`config.mk`:
```
export PLATFORM = sky130hd
export DESIGN_NAME = instrument_frame_demux
export DESIGN_NICKNAME = d
export VERILOG_FILES = /design/src/rtl/instrument_pkg.sv /design/src/rtl/instrument_frame_timeout.sv /design/src/rtl/instrument_frame_demux.sv
export SDC_FILE = /design/constraint.sdc
export NUM_CORES = 1
export LEC_CHECK = 0
export BUFFER_PORTS_ARGS = -buffer_cell sky130_fd_sc_hd__buf_2
export CORE_MARGIN = 5
export CORE_UTILIZATION = 40
export DETAILED_ROUTE_END_ITERATION = 7
export PLACE_DENSITY = 0.7
export SYNTH_ARGS = -nofsm -noshare
export SYNTH_HDL_FRONTEND = slang
export SYNTH_SLANG_ARGS = --single-unit
```
`constraint.sdc`:
```
create_clock -name clk -period 2.5 [get_ports clk]
set_clock_uncertainty 0.2 [all_clocks]
set_input_delay 0.125 -clock clk [delete_from_list [all_inputs] [get_ports clk]]
set_output_delay 0.125 -clock clk [all_outputs]
set_load 0.02 [all_outputs]
```
`src/rtl/instrument_pkg.sv`:
```
// Shared definitions for the instrument frame demultiplexer: sync byte,
// parser state encoding and channel-index width helper.
package instrument_pkg;

  localparam logic [7:0] SYNC_BYTE = 8'hA5;

  typedef enum logic [1:0] {
    IDLE = 2'd0,
    HDR  = 2'd1,
    DATA = 2'd2,
    CSUM = 2'd3
  } state_t;

  function automatic int ch_idx_width(input int num_ch);
    return (num_ch <= 2) ? 1 : $clog2(num_ch);
  endfunction

endpackage

```
`src/rtl/instrument_frame_timeout.sv`:
```
// Inter-byte idle counter: pulses expired on the TIMEOUT_CYCLES-th consecutive
// idle cycle while enabled. A kick in that same cycle wins and clears the count.
module instrument_frame_timeout #(
  parameter int TIMEOUT_CYCLES = 50000
) (
  input  logic clk,
  input  logic rst,
  input  logic enable,
  input  logic kick,
  output logic expired
);

  localparam int CNT_W = (TIMEOUT_CYCLES <= 2) ? 1 : $clog2(TIMEOUT_CYCLES);

  logic [CNT_W-1:0] idle_cnt;

  // idle_cnt holds the idle cycles already seen, so the current idle cycle is the last one
  assign expired = enable && !kick && (idle_cnt == CNT_W'(TIMEOUT_CYCLES - 1));

  always_ff @(posedge clk) begin
    if (rst || !enable || kick || expired) begin
      idle_cnt <= '0;
    end else begin
      idle_cnt <= idle_cnt + CNT_W'(1);
    end
  end

endmodule

```
`src/rtl/instrument_frame_demux.sv`:
```
// Parses sync/header/payload[/checksum] frames from the UART byte stream into
// an addressed bank of instrument registers. Checksum byte enabled by INSTR_CHECKSUM_EN.
//
// state | meaning
// IDLE  | hunting for SYNC_BYTE, other bytes ignored
// HDR   | expecting channel index
// DATA  | collecting DATA_BYTES payload bytes, MSB first
// CSUM  | expecting XOR of header and payload (checksum builds only)
module instrument_frame_demux
  import instrument_pkg::*;
#(
  parameter int NUM_CH         = 2,
  parameter int DATA_BYTES     = 1,
  parameter int TIMEOUT_CYCLES = 50000
) (
  input  logic                           clk,
  input  logic                           rst,
  input  logic                           rx_valid,
  input  logic [7:0]                     rx_data,
  output logic [NUM_CH*DATA_BYTES*8-1:0] chan_data,
  output logic [NUM_CH-1:0]              chan_update,
  output logic                           frame_err
);

  localparam int CW  = 8 * DATA_BYTES;
  localparam int CIW = ch_idx_width(NUM_CH);

  state_t           state;
  logic [CIW-1:0]   ch_idx;
  logic [CW-1:0]    payload;
  logic [CW-1:0]    payload_next;
  logic [1:0]       byte_cnt;
  logic             last_byte;
  logic             hdr_ok;
  logic             expired;
  logic             commit;
  logic [CW-1:0]    commit_val;
`ifdef INSTR_CHECKSUM_EN
  logic [7:0]       csum;
`endif

  instrument_frame_timeout #(
    .TIMEOUT_CYCLES (TIMEOUT_CYCLES)
  ) u_timeout (
    .clk     (clk),
    .rst     (rst),
    .enable  (state != IDLE),
    .kick    (rx_valid),
    .expired (expired)
  );

  assign payload_next = CW'({payload, rx_data});
  assign last_byte    = (byte_cnt == 2'(DATA_BYTES - 1));
  assign hdr_ok       = (32'(rx_data) < 32'(NUM_CH));

  // Commit decision is shared by the parser and the channel bank
  always_comb begin
    commit     = 1'b0;
    commit_val = payload_next;
    if (rx_valid) begin
`ifdef INSTR_CHECKSUM_EN
      if (state == CSUM) begin
        commit     = (rx_data == csum);
        commit_val = payload;
      end
`else
      if (state == DATA) begin
        commit = last_byte;
      end
`endif
    end
  end

  always_ff @(posedge clk) begin
    if (rst) begin
      state     <= IDLE;
      ch_idx    <= '0;
      payload   <= '0;
      byte_cnt  <= '0;
      frame_err <= 1'b0;
`ifdef INSTR_CHECKSUM_EN
      csum      <= '0;
`endif
    end else begin
      frame_err <= 1'b0;
      if (expired) begin
        state     <= IDLE;
        frame_err <= 1'b1;
      end else if (rx_valid) begin
        case (state)
          IDLE: begin
            if (rx_data == SYNC_BYTE) state <= HDR;
          end
          HDR: begin
            if (hdr_ok) begin
              ch_idx   <= rx_data[CIW-1:0];
              byte_cnt <= '0;
`ifdef INSTR_CHECKSUM_EN
              csum     <= rx_data;
`endif
              state    <= DATA;
            end else begin
              frame_err <= 1'b1;
              state     <= IDLE;
            end
          end
          DATA: begin
            payload  <= payload_next;
            byte_cnt <= byte_cnt + 2'd1;
`ifdef INSTR_CHECKSUM_EN
            csum     <= csum ^ rx_data;
            if (last_byte) state <= CSUM;
`else
            if (last_byte) state <= IDLE;
`endif
          end
`ifdef INSTR_CHECKSUM_EN
          CSUM: begin
            if (!commit) frame_err <= 1'b1;
            state <= IDLE;
          end
`endif
          default: state <= IDLE;
        endcase
      end
    end
  end

  always_ff @(posedge clk) begin
    if (rst) begin
      chan_data   <= '0;
      chan_update <= '0;
    end else begin
      chan_update <= '0;
      if (commit) begin
        for (int k = 0; k < NUM_CH; k++) begin
          if (ch_idx == CIW'(k)) begin
            chan_data[k*CW +: CW] <= commit_val;
            chan_update[k]        <= 1'b1;
          end
        end
      end
    end
  end

endmodule
```
Word-level counts from Yosys, hierarchy flattened
Index checks and enable logic that the tools add are counted.
- $add $sub $neg: 2
- $lt $le $gt $ge: 1
- eq/ne operators: 7
- multiplexer cells: 14
- bitwise operators: 3
- reduce and logical (&&, ||, !) cells: 18
- operators with widths (cell ; number):
    adder 16 x 1 -> 16 bit (second input constant) ; 1
    == test 16 bit (second input constant) ; 1
    == test 8 bit (second input constant) ; 1
    < comparator 8 x 2 -> 1 bit (second input constant) ; 1
    two-way mux 1 bit ; 8
    two-way mux 2 bit ; 4
    AND reduction 4 bit ; 2
    != test 2 bit (second input constant) ; 3
    one-hot mux 2 bit (3 select lines) ; 1
    logical NOT 2 bit ; 2
    one-hot mux 2 bit (2 select lines) ; 1
    AND reduction 2 bit ; 2
    nonzero test 2 bit ; 2
    OR reduction 2 bit ; 2
    logical OR 1 bit ; 3
    NOT 1 bit ; 3
    AND reduction 3 bit ; 1
    adder 2 x 1 -> 2 bit (second input constant) ; 1
    == test 2 x 1 -> 1 bit (second input constant) ; 1
    == test 2 bit (second input constant) ; 1
    logical AND 1 bit ; 2
    logical NOT 1 bit ; 2
- bits in registers: 40
- bits of input ports: 11
- output and inout port bits: 19

Longest topological paths before layout
Gate-level depths: netlist of run 1.
- word-level depth: 5
- mapped depth: 6

Cells and area by module
Synthesis of run 1 repeated with hierarchy kept, for this count alone.
- cells, all modules: 204
- area total of the unflattened synthesis: 1811.7 µm²
- modules (own cells, without submodules) (module ; instances ; cells an instance ; area an instance (µm²) ; sequential area each (µm²)):
    instrument_frame_demux ; 1 ; 122 ; 1026.0 ; 480.5
    instrument_frame_timeout ; 1 ; 82 ; 785.8 ; 320.3

Worst setup path before layout of run 1
No wires, ideal clock.
- kind: reg-to-reg
- start: reg u_timeout.idle_cnt[0]
- end: reg u_timeout.idle_cnt[14]
- arrival: 1397 ps
- setup slack: 782 ps
- stages on the path, launching flop included: 6
- buffers on the path: 0
- period minus slack after synthesis: 1718 ps
- path through: dfxtp_1 > ha_1 > nand3_1 > nor4_1 > a31o_2 > a21oi_1
- longest elaborated chain between the ends: 3
- elaborated cells between the ends (all ways): 4
- those cells by class: 1 x add/sub; 1 x eq/ne; 2 x reduce/logical
- RTL lines (element ; RTL line ; text):
    start: declaration ; instrument_frame_timeout.sv:15 ; logic [CNT_W-1:0] idle_cnt;
    start signal: assignment ; instrument_frame_timeout.sv:24 ; idle_cnt <= idle_cnt + CNT_W'(1);
    branches (longest 3 deep; another with adder 16 x 1 -> 16 bit) ; -- ;
Several ways; the timed one is not identified.
A chain may end at the register's enable or synchronous reset.

Final worst setup path of run 1
- start: reg u_timeout.idle_cnt[6]
- end: reg u_timeout.idle_cnt[9]
Same word-level chain as after synthesis.

==> results.md, run 1 <==
- Core box area: 4000 um^2
- Post-synthesis cell area: 1650 um^2
- Synthesized-area fraction occupied by ao, oa, aoi and oai cells: 4.86%
- H-Tree Depth: 2
- Largest family of logic cells by synthesized area: simple AND/OR/NAND/NOR gates
- Peak supply drop: 0.000412 V
- Critical Path RT: 2470 ps
- Post-route cell area: slightly above 2000 um^2
- Worst slew pin tran: about 560 ps
- Setup_tns: 0 ps
- Layout cells sized above 1: 20.1%
- Syn nets: 190
- Worst Setup Start Kind: register
- Rows: 23
- Total wire length: between 3000 and 4000 um
- TritonCTS Buffers: 5
- Post-Synth Adder-Cell Area: 1.52%
- Placed cell areas: 1840 um^2
- Cell leakage power: 0.811 nW
- Min Clock Period, post-route: 1980 ps
- Initial DRC count: 74
- Peak Freq: 505 MHz
- Worst hold margin: 41.7 ps
- Crit path DAT: 1950 ps
- Initial core utilization: between 40% and 50%
- Crit path kind: reg2reg
- DRT antenna net count: 0
- Hold Crit Class: in2reg
- Remaining global-route overflow: 0
- Non-Filler Instances: 269
- CP cell instances: nor4bb_1, nand4_1, nand2_1, nor2_1
- Clock-pin slew on the worst setup and hold paths: 80 ps
- Worst skew pair latency: 300 ps
- Synth top area share: 48.6%
- Utilization after layout: 51.1%
- ANT cells: 0
- #FFs+latches synth: 40
- Hold Fails Final Rpt: 0
- XOR/XNOR Fraction of Synth Area: 5.85%
- Netlist cell types: 37
- Vias/cell: 5.04
- Finish-stage setup viols: 0
- Die ar.: 5500 um^2
- Rel. slew slack: 62.4%
- Setup Buffers After CTS: 0
- Synth area leader: dfxtp_1
- Mean routed wirelength per cell: approximately 13 um
- Synth warn: 0
- Final #Nets: 231
- Post-Place Cells: 252
- Avg Synthesized Cell Area: 9.30 um^2
- Bufs on Longest Clock Path: 2
- Status: finished, final reports clean
- Router iterations before antenna repair: 4
- CP Buf/Inv Count: 0
- Crit share post-route: 79.2%
- Post-route DRC violation count: 0
- CP max FO: 15
- CTS tree: built
- Vias in the first global route: 1,351
- Sequential-to-total area share from yosys stat: 48.6%
- # IOs: 30
- PortBufs: 29
- Clock Sinks: 40
- DP HPWL: 2310 um
- Global-route wire length before repair: 6150 um
- Critical Path Sink Type: register
- Total track usage: 14.7%
- Synth area leaders: dfxtp_1 49%, mux2i_1 10%, nor2_1 7.8%, xnor2_1 4.3%, nand2_1 2.5%
- R2R Setup Slk: 520 ps
- Die height: 74.2 um
- Final Max Tran Viols: 0
- RSZ-0062 raised after global routing: no
- Cell family with most CP delay: simple AND/OR/NAND/NOR gates
- Largest net degree at the start of global routing: 26
- Clock root cell: clkbuf_8
- Area grow syn2layout: 24.2%
- Instance count of the mapped netlist: 177
- Max-cap viol count: 0
- Initial antenna violation count: 0
- Crit-path max cell delay: 470 ps
- Pwr Density: 589 nW/um^2
- CP max-delay cell: nand2_1
- Post-synthesis mux area share: around a tenth
- Vias: approximately 1,400
- Routability Congestion: 0.736
- Post-Synth Simple-Gate Area: 26.3%
- Die Wd: 74.2 um
[placed cells by master, fill, tap and decap left out, drive strengths merged, types with 4 or more instances in the layout]
master	count
a21oi	6
buf	31
clkbuf	5
dfxtp	40
dlygate4sd3	9
inv	4
mux2i	17
nand2	11
nand3	9
nand4	5
nor2	34
nor3	4
nor4	4
xnor2	8
[synthesized netlist by cell type]
| cell | count |
|---|---|
| a211oi_1 | 1 |
| xnor2_1 | 8 |
| and4_1 | 1 |
| nor4bb_1 | 1 |
| buf_2 | 3 |
| a31o_2 | 1 |
| a21oi_1 | 6 |
| and3_1 | 2 |
| nand2_1 | 11 |
| or4_1 | 1 |
| o21bai_1 | 1 |
| nand3_1 | 8 |
| buf_1 | 1 |
| or3_4 | 1 |
| a2bb2oi_1 | 1 |
| nor4b_1 | 1 |
| or3_1 | 1 |
| dfxtp_1 | 40 |
| clkbuf_1 | 2 |
| nor3b_1 | 1 |
| inv_1 | 4 |
| xor2_1 | 3 |
| o31ai_1 | 1 |
| nor3_1 | 4 |
| nand3b_1 | 2 |
| nand3_2 | 1 |
| nor2b_1 | 2 |
| mux2i_1 | 17 |
| or3_2 | 1 |
| nor4_1 | 4 |
| nand4b_1 | 1 |
| o21ai_0 | 2 |
| nand4_1 | 5 |
| and3b_1 | 1 |
| nor2_1 | 34 |
| ha_1 | 2 |
| and4bb_2 | 1 |
[kinds of logic after synthesis]
logic type	Yosys count
flops	40
fa+ha+maj	2
compound gates	13
xor+xnor	11
mux	17
buf+inv	10
simple gates	84
[routing by layer]
layer	GRT usage, %	up-vias	share of wire (%)
met3	4.73	8	6.5
met2	22.6	32	45
li1	-	696	-
met5	0	-	0
met1	17.9	620	46
met4	9.05	0	2.6
[per-stage QoR]
| stage | worst slack [ps] | total power, mW |
|---|---|---|
| after floorplan | 782 | 0.662 |
| after global placement | 607 | 0.676 |
| after detailed placement | 588 | 0.676 |
| after CTS | 480 | 1.21 |
| after global routing | 274 | 1.25 |
| final | 520 | 1.21 |
[worst register-to-register path: stages (launching register included)]
cell and delay [ps]:
dfxtp_1 430, nor4bb_1 380, nand4_1 270, nand2_1 470
nor2_1 110
[flip-flops by register name, summed over array words and instances, names as in the netlist]
| signal | count |
|---|---|
| chan_data | 16 |
| u_timeout.idle_cnt | 16 |
| byte_cnt | 2 |
| chan_update | 2 |
| state | 2 |
| ch_idx | 1 |
| frame_err | 1 |
[report_power, final]
part | total, mW | leakage, nW | switching [mW] | internal [mW]
logic | 0.0357 | 0.435 | 0.0177 | 0.0180
registers | 0.636 | 0.322 | 0.0000478 | 0.636
clock network | 0.533 | 0.0541 | 0.238 | 0.295
[repair_timing]
item,4_1_cts,5_1_grt
resized for setup,0,0
hold buffers,9,0
hold endpoints to repair,18,0
[area by class of cell]
cell class / instances / area (um^2)
clock inverter: 3 / 42.5
tap: 50 / 62.6
timing repair buffer: 40 / 250
multi-input combinational: 127 / 805
sequential: 40 / 801
inverter: 4 / 15.0
fill: 391 / 1960
clock buffer: 5 / 68.8
[worst paths after layout]
path	cells past startpoint	end	from
setup reg to reg	4	u_timeout.idle_cnt[9]$_SDFF_PP0_	u_timeout.idle_cnt[6]$_SDFF_PP0_
hold reg to reg	2	byte_cnt[1]$_SDFFE_PP0P_	byte_cnt[1]$_SDFFE_PP0P_
hold / removal	2	chan_data[14]$_SDFFE_PP0P_	rst
setup / recovery	4	u_timeout.idle_cnt[9]$_SDFF_PP0_	u_timeout.idle_cnt[6]$_SDFF_PP0_
(Power assumes the default switching activity.)
==> inputs of run 2 (changes only) <==
--- a/config.mk
+++ b/config.mk
@@ -9,7 +9,7 @@
 export CORE_MARGIN = 5
 export CORE_UTILIZATION = 40
 export DETAILED_ROUTE_END_ITERATION = 7
-export PLACE_DENSITY = 0.7
+export PLACE_DENSITY = 0.72
 export SYNTH_ARGS = -nofsm -noshare
 export SYNTH_HDL_FRONTEND = slang
 export SYNTH_SLANG_ARGS = --single-unit
==> constraint.sdc (replaced) <==
create_clock -name clk -period 1.8 [get_ports clk]
set_clock_uncertainty 0.2 [all_clocks]
set_input_delay 0.09 -clock clk [delete_from_list [all_inputs] [get_ports clk]]
set_output_delay 0.09 -clock clk [all_outputs]
set_load 0.02 [all_outputs]
==> results.md, run 2 (synthesized netlist as in run 1, its figures left out) <==
- Die Wd: 74.2 um
- Min Clock Period, post-route: 1730 ps
- Remaining global-route overflow: 0
- Peak supply drop: 0.000472 V
- Total wire length: between 3000 and 4000 um
- Utilization after layout: a little under three fifths
- Largest regs: chan_data: 16 flops, u_timeout.idle_cnt: 16 flops
- Crit-path max cell delay: 490 ps
- Pwr Density: between 800 and 900 nW/um^2
- Final worst-path setup slack: 67.7 ps
- Hold Crit Class: reg2reg
- Initial antenna violation count: 0
- Worst hold margin: 246 ps
- Total track usage: 14.2%
- Crit share post-route: between 90% and 100%
- Final #Nets: 243
- Worst skew pair latency: 290 ps
- CP Buf/Inv Count: 0
- Crit path kind: reg2reg
- Crit path DAT: 1760 ps
- CP max FO: 4
- CP max-delay cell: or4_4
- Die height: between 70 and 80 um
- Clock-pin slew on the worst setup and hold paths: 80 ps
- Global-route wire length before repair: a little over 6000 um
- Vias in the first global route: 1,400
- Cell family with most CP delay: simple AND/OR/NAND/NOR gates
- Router iterations before antenna repair: 4
- Vias/cell: 5.00
- CP cell instances: nand3_2, or3_4, or4_4, a21oi_2
- Critical Path Sink Type: register
- Worst Setup Start Kind: register
- Crit. Startpoint: u_timeout.idle_cnt[10]$_SDFF_PP0_
- Mean routed wirelength per cell: between 10 and 15 um
- ANT cells: 0
- Clock root cell: clkbuf_8
- Routability Congestion: approximately 0.8
- Initial core utilization: 41.2%
- Non-Filler Instances: 281
- Post-route DRC violation count: 0
- Critical Path RT: 1830 ps
- RR Startpoint: u_timeout.idle_cnt[10]$_SDFF_PP0_
- Worst slew pin tran: 388 ps
- TritonCTS Buffers: 5
- Area grow syn2layout: 34.8%
- Bufs on Longest Clock Path: 2
- Initial DRC count: 60
- Hold Fails Final Rpt: 0
- Most frequent cells in the layout: 34 x nor2_1, 34 x dfxtp_1, 29 x buf_2, 17 x mux2i_1, 13 x buf_4
- Max-cap viol count: 0
- Clock Sinks: 40
- Setup Buffers After CTS: 0
- Core box area: 4000 um^2
- Final Max Tran Viols: 0
- Setup_tns: 0 ps
- Largest net degree at the start of global routing: 18
- Die ar.: about 5500 um^2
- DP HPWL: between 2000 and 2500 um
- DRT antenna net count: 0
- FILL cells: ~350
- Multi-input gate area: 832 um^2
- Rows: 23
- Seq. cell area: 808 um^2
- CTS tree: built
- Finish-stage setup viols: 0
- PortBufs: 29
- Peak Freq: 577 MHz
- Rel. slew slack: 73.9%
- # IOs: 30
- Vias: 1,405
- Layout cells sized above 1: 29.4%
- H-Tree Depth: 2
- Post-place setup slack: 56.4 ps
- Cell leakage power: roughly 0.9 nW
- Post-Place Cells: 263
- Status: finished, final reports clean
- Hold path start: u_timeout.idle_cnt[0]$_SDFF_PP0_
-- run 2: cell count changes in the layout (fill, tap and decap cells not counted), sizes merged --
cell | previous run | this run
buf | 31 | 42
bufinv | 1 | 3
clkinv | 1 | 0
clkinvlp | 1 | 0
dlygate4sd3 | 9 | 10
-- run 2: layout make-up --
cell class | count | area share (%)
multi-input combinational | 127 | 37.5
sequential | 40 | 36.4
timing repair buffer | 52 | 15.4
clock inverter | 3 | 4.06
clock buffer | 5 | 3.10
tap | 50 | 2.82
inverter | 4 | 0.676
-- run 2: where the power goes --
group	switching (mW)	internal [mW]	total, mW
Combinational	0.0244	0.0285	0.0529
Clock	0.308	0.693	1.00
Sequential	0.0000714	0.884	0.884
Total	0.332	1.61	1.94
-- run 2: what timing repair did --
item	CTS	global route
gates resized for setup	0	13
setup endpoints to repair	0	23
endpoints found under the hold margin	20	0
hold buffers	10	0
-- run 2: routing by layer --
layer	wire [um]	track usage [%]
met5	0	0
met4	44	4.83
met3	203	5.27
met2	1730	24.2
met1	1460	16.5
-- run 2: final timing paths --
kind	cells past startpoint	slack, ps	end
max	4	70	u_timeout.idle_cnt[15]$_SDFF_PP0_
min	1	250	u_timeout.idle_cnt[0]$_SDFF_PP0_
max reg2reg	4	70	u_timeout.idle_cnt[15]$_SDFF_PP0_
min reg2reg	1	250	u_timeout.idle_cnt[0]$_SDFF_PP0_
-- run 2: metrics by stage --
step	power (mW)	area, um^2
3_3_place_gp	0.941	1930
5_1_grt	2.01	2220
3_5_place_dp	0.941	1930
6_report	1.94	2220
2_1_floorplan	0.919	1650
4_1_cts	1.97	2180
==> inputs of run 3 (changes only) <==
--- a/config.mk
+++ b/config.mk
@@ -6,10 +6,12 @@
 export NUM_CORES = 1
 export LEC_CHECK = 0
 export BUFFER_PORTS_ARGS = -buffer_cell sky130_fd_sc_hd__buf_2
+export CELL_PAD_IN_SITES_DETAIL_PLACEMENT = 1
+export CELL_PAD_IN_SITES_GLOBAL_PLACEMENT = 1
 export CORE_MARGIN = 5
-export CORE_UTILIZATION = 40
+export CORE_UTILIZATION = 37
 export DETAILED_ROUTE_END_ITERATION = 7
-export PLACE_DENSITY = 0.72
+export PLACE_DENSITY = 0.83
 export SYNTH_ARGS = -nofsm -noshare
 export SYNTH_HDL_FRONTEND = slang
 export SYNTH_SLANG_ARGS = --single-unit
==> results.md, run 3 (synthesized netlist as in run 1, its figures left out) <==
- Largest net degree at the start of global routing: 15
- CP Buf/Inv Count: 0
- Worst skew pair latency: 290 ps
- Post-route DRC violation count: 0
- Crit path kind: reg2reg
- Die ar.: 5880 um^2
- Vias: 1,456
- Worst slew pin tran: 353 ps
- FILL cells: 523
- Die height: 76.7 um
- Post-Place Cells: 264
- Final #Nets: ~250
- CP max-delay cell: or3_2
- Final worst-path setup slack: 63.4 ps
- Crit share post-route: a little over nine tenths
- PortBufs: 29
- Layout cells sized above 1: 31.8%
- # IOs: 30
- Initial core utilization: between 30% and 40%
- Rows: 24
- Placed cell areas: 1920 um^2
- Clock Sinks: 40
- Remaining global-route overflow: 0
- Initial DRC count: 32
- Clock-pin slew on the worst setup and hold paths: around 80 ps
- Worst Setup Start Kind: register
- Commonest non-fill, non-tap cell in the layout: nor2_1
- Total stage count of the critical path: 4
- Most frequent cells in the layout: 34 x nor2_1, 32 x dfxtp_1, 29 x buf_2, 17 x mux2i_1, 15 x buf_4
- Cell family with most CP delay: simple AND/OR/NAND/NOR gates
- Post-place setup slack: -35.8 ps
- Hold Crit Class: reg2reg
- Non-Filler Instances: approximately 290
- DP HPWL: approximately 2800 um
- Power Total: roughly 1.7 mW
- Core box area: around 4300 um^2
- CP cell instances: nand3_4, or3_4, or3_2, a21oi_1
- R2R cell count: 4
- CP max FO: 4
- Post-route cell area: 2230 um^2
- TritonCTS Buffers: 5
- Critical Path RT: between 1500 and 2000 ps
- Router iterations before antenna repair: 4
- Total wire length: 4320 um
- Vias in the first global route: approximately 1,600
- Cell leakage power: 0.892 nW
- Rel. slew slack: 76.3%
- Area grow syn2layout: 35.4%
- Die Wd: approximately 77 um
- Final Max Tran Viols: 0
- Largest regs: chan_data: 16 flops, u_timeout.idle_cnt: 16 flops
- Mean routed wirelength per cell: 15.1 um
- Peak supply drop: 0.000454 V
- Finish-stage setup viols: 0
- Clock root cell: clkbuf_8
- Crit-path max cell delay: 460 ps
- Max-cap viol count: 0
- Initial antenna violation count: 0
- Min Clock Period, post-route: 1740 ps
- WHS Path Cells: 1
- Hold Fails Final Rpt: 0
- CTS tree: built
- DRT antenna net count: 0
- Vias/cell: 5.11
- Total track usage: 15.3%
- Crit path DAT: 1760 ps
- Routability Congestion: 0.750
- H-Tree Depth: 2
- Critical Path Sink Type: register
- Setup_tns: 0 ps
- ANT cells: 0
- Status: finished, final reports clean
- Peak Freq: 576 MHz
- Bufs on Longest Clock Path: 2
- RSZ-0062 raised after global routing: yes
- Global-route wire length before repair: 7290 um
- Pwr Density: 765 nW/um^2
[run 3: final cells by class]
class / instances / area [um^2] / area share [%]
multi-input combinational: 127 / 857 / 38.4
sequential: 40 / 813 / 36.5
timing repair buffer: 54 / 358 / 16.0
clock buffer: 6 / 82.6 / 3.70
tap: 52 / 65.1 / 2.92
clock inverter: 2 / 38.8 / 1.74
inverter: 4 / 15.0 / 0.673
[run 3: metal layers]
metal  track usage [%]  vias to the layer above  part of all wire [%]  routed length (um)
met4              4.72                        0                   1.4                  60
met5                 0                        -                     0                   0
met3              4.68                        7                   4.5                 194
met2              28.8                       30                    54                2350
met1              16.1                      700                    40                1710
li1                  -                      719                     -                   -
[run 3: stage by stage]
| step | utilization (%) | hold slack, ps |
|---|---|---|
| global placement | 44.4 | 158 |
| global route | 51.6 | 275 |
| finish | 51.6 | 250 |
| CTS | 50.1 | 269 |
| floorplan | - | 33.9 |
| detailed placement | 44.4 | 182 |
[run 3: path summary, 6_finish.rpt]
path                                                        start                                end  slack (ps)
worst max-delay path            u_timeout.idle_cnt[10]$_SDFF_PP0_  u_timeout.idle_cnt[13]$_SDFF_PP0_          60
worst min-delay path             u_timeout.idle_cnt[0]$_SDFF_PP0_   u_timeout.idle_cnt[0]$_SDFF_PP0_         250
worst max register to register  u_timeout.idle_cnt[10]$_SDFF_PP0_  u_timeout.idle_cnt[13]$_SDFF_PP0_          60
worst min register to register   u_timeout.idle_cnt[0]$_SDFF_PP0_   u_timeout.idle_cnt[0]$_SDFF_PP0_         250
[run 3: timing repair]
| item | 4_1_cts | 5_1_grt |
|---|---|---|
| hold endpoints to repair | 22 | 0 |
| resized for setup | 2 | 17 |
| pin swaps | 1 | 4 |
| buffers inserted | 2 | 1 |
| endpoints found under the setup margin | 15 | 22 |
| hold buffers | 10 | 0 |
[run 3: power breakdown]
part	switching, mW	internal (mW)	leakage, nW
registers	0.0000350	0.882	0.326
logic	0.0293	0.0290	0.505
clock network	0.312	0.453	0.0614
total	0.341	1.36	0.892
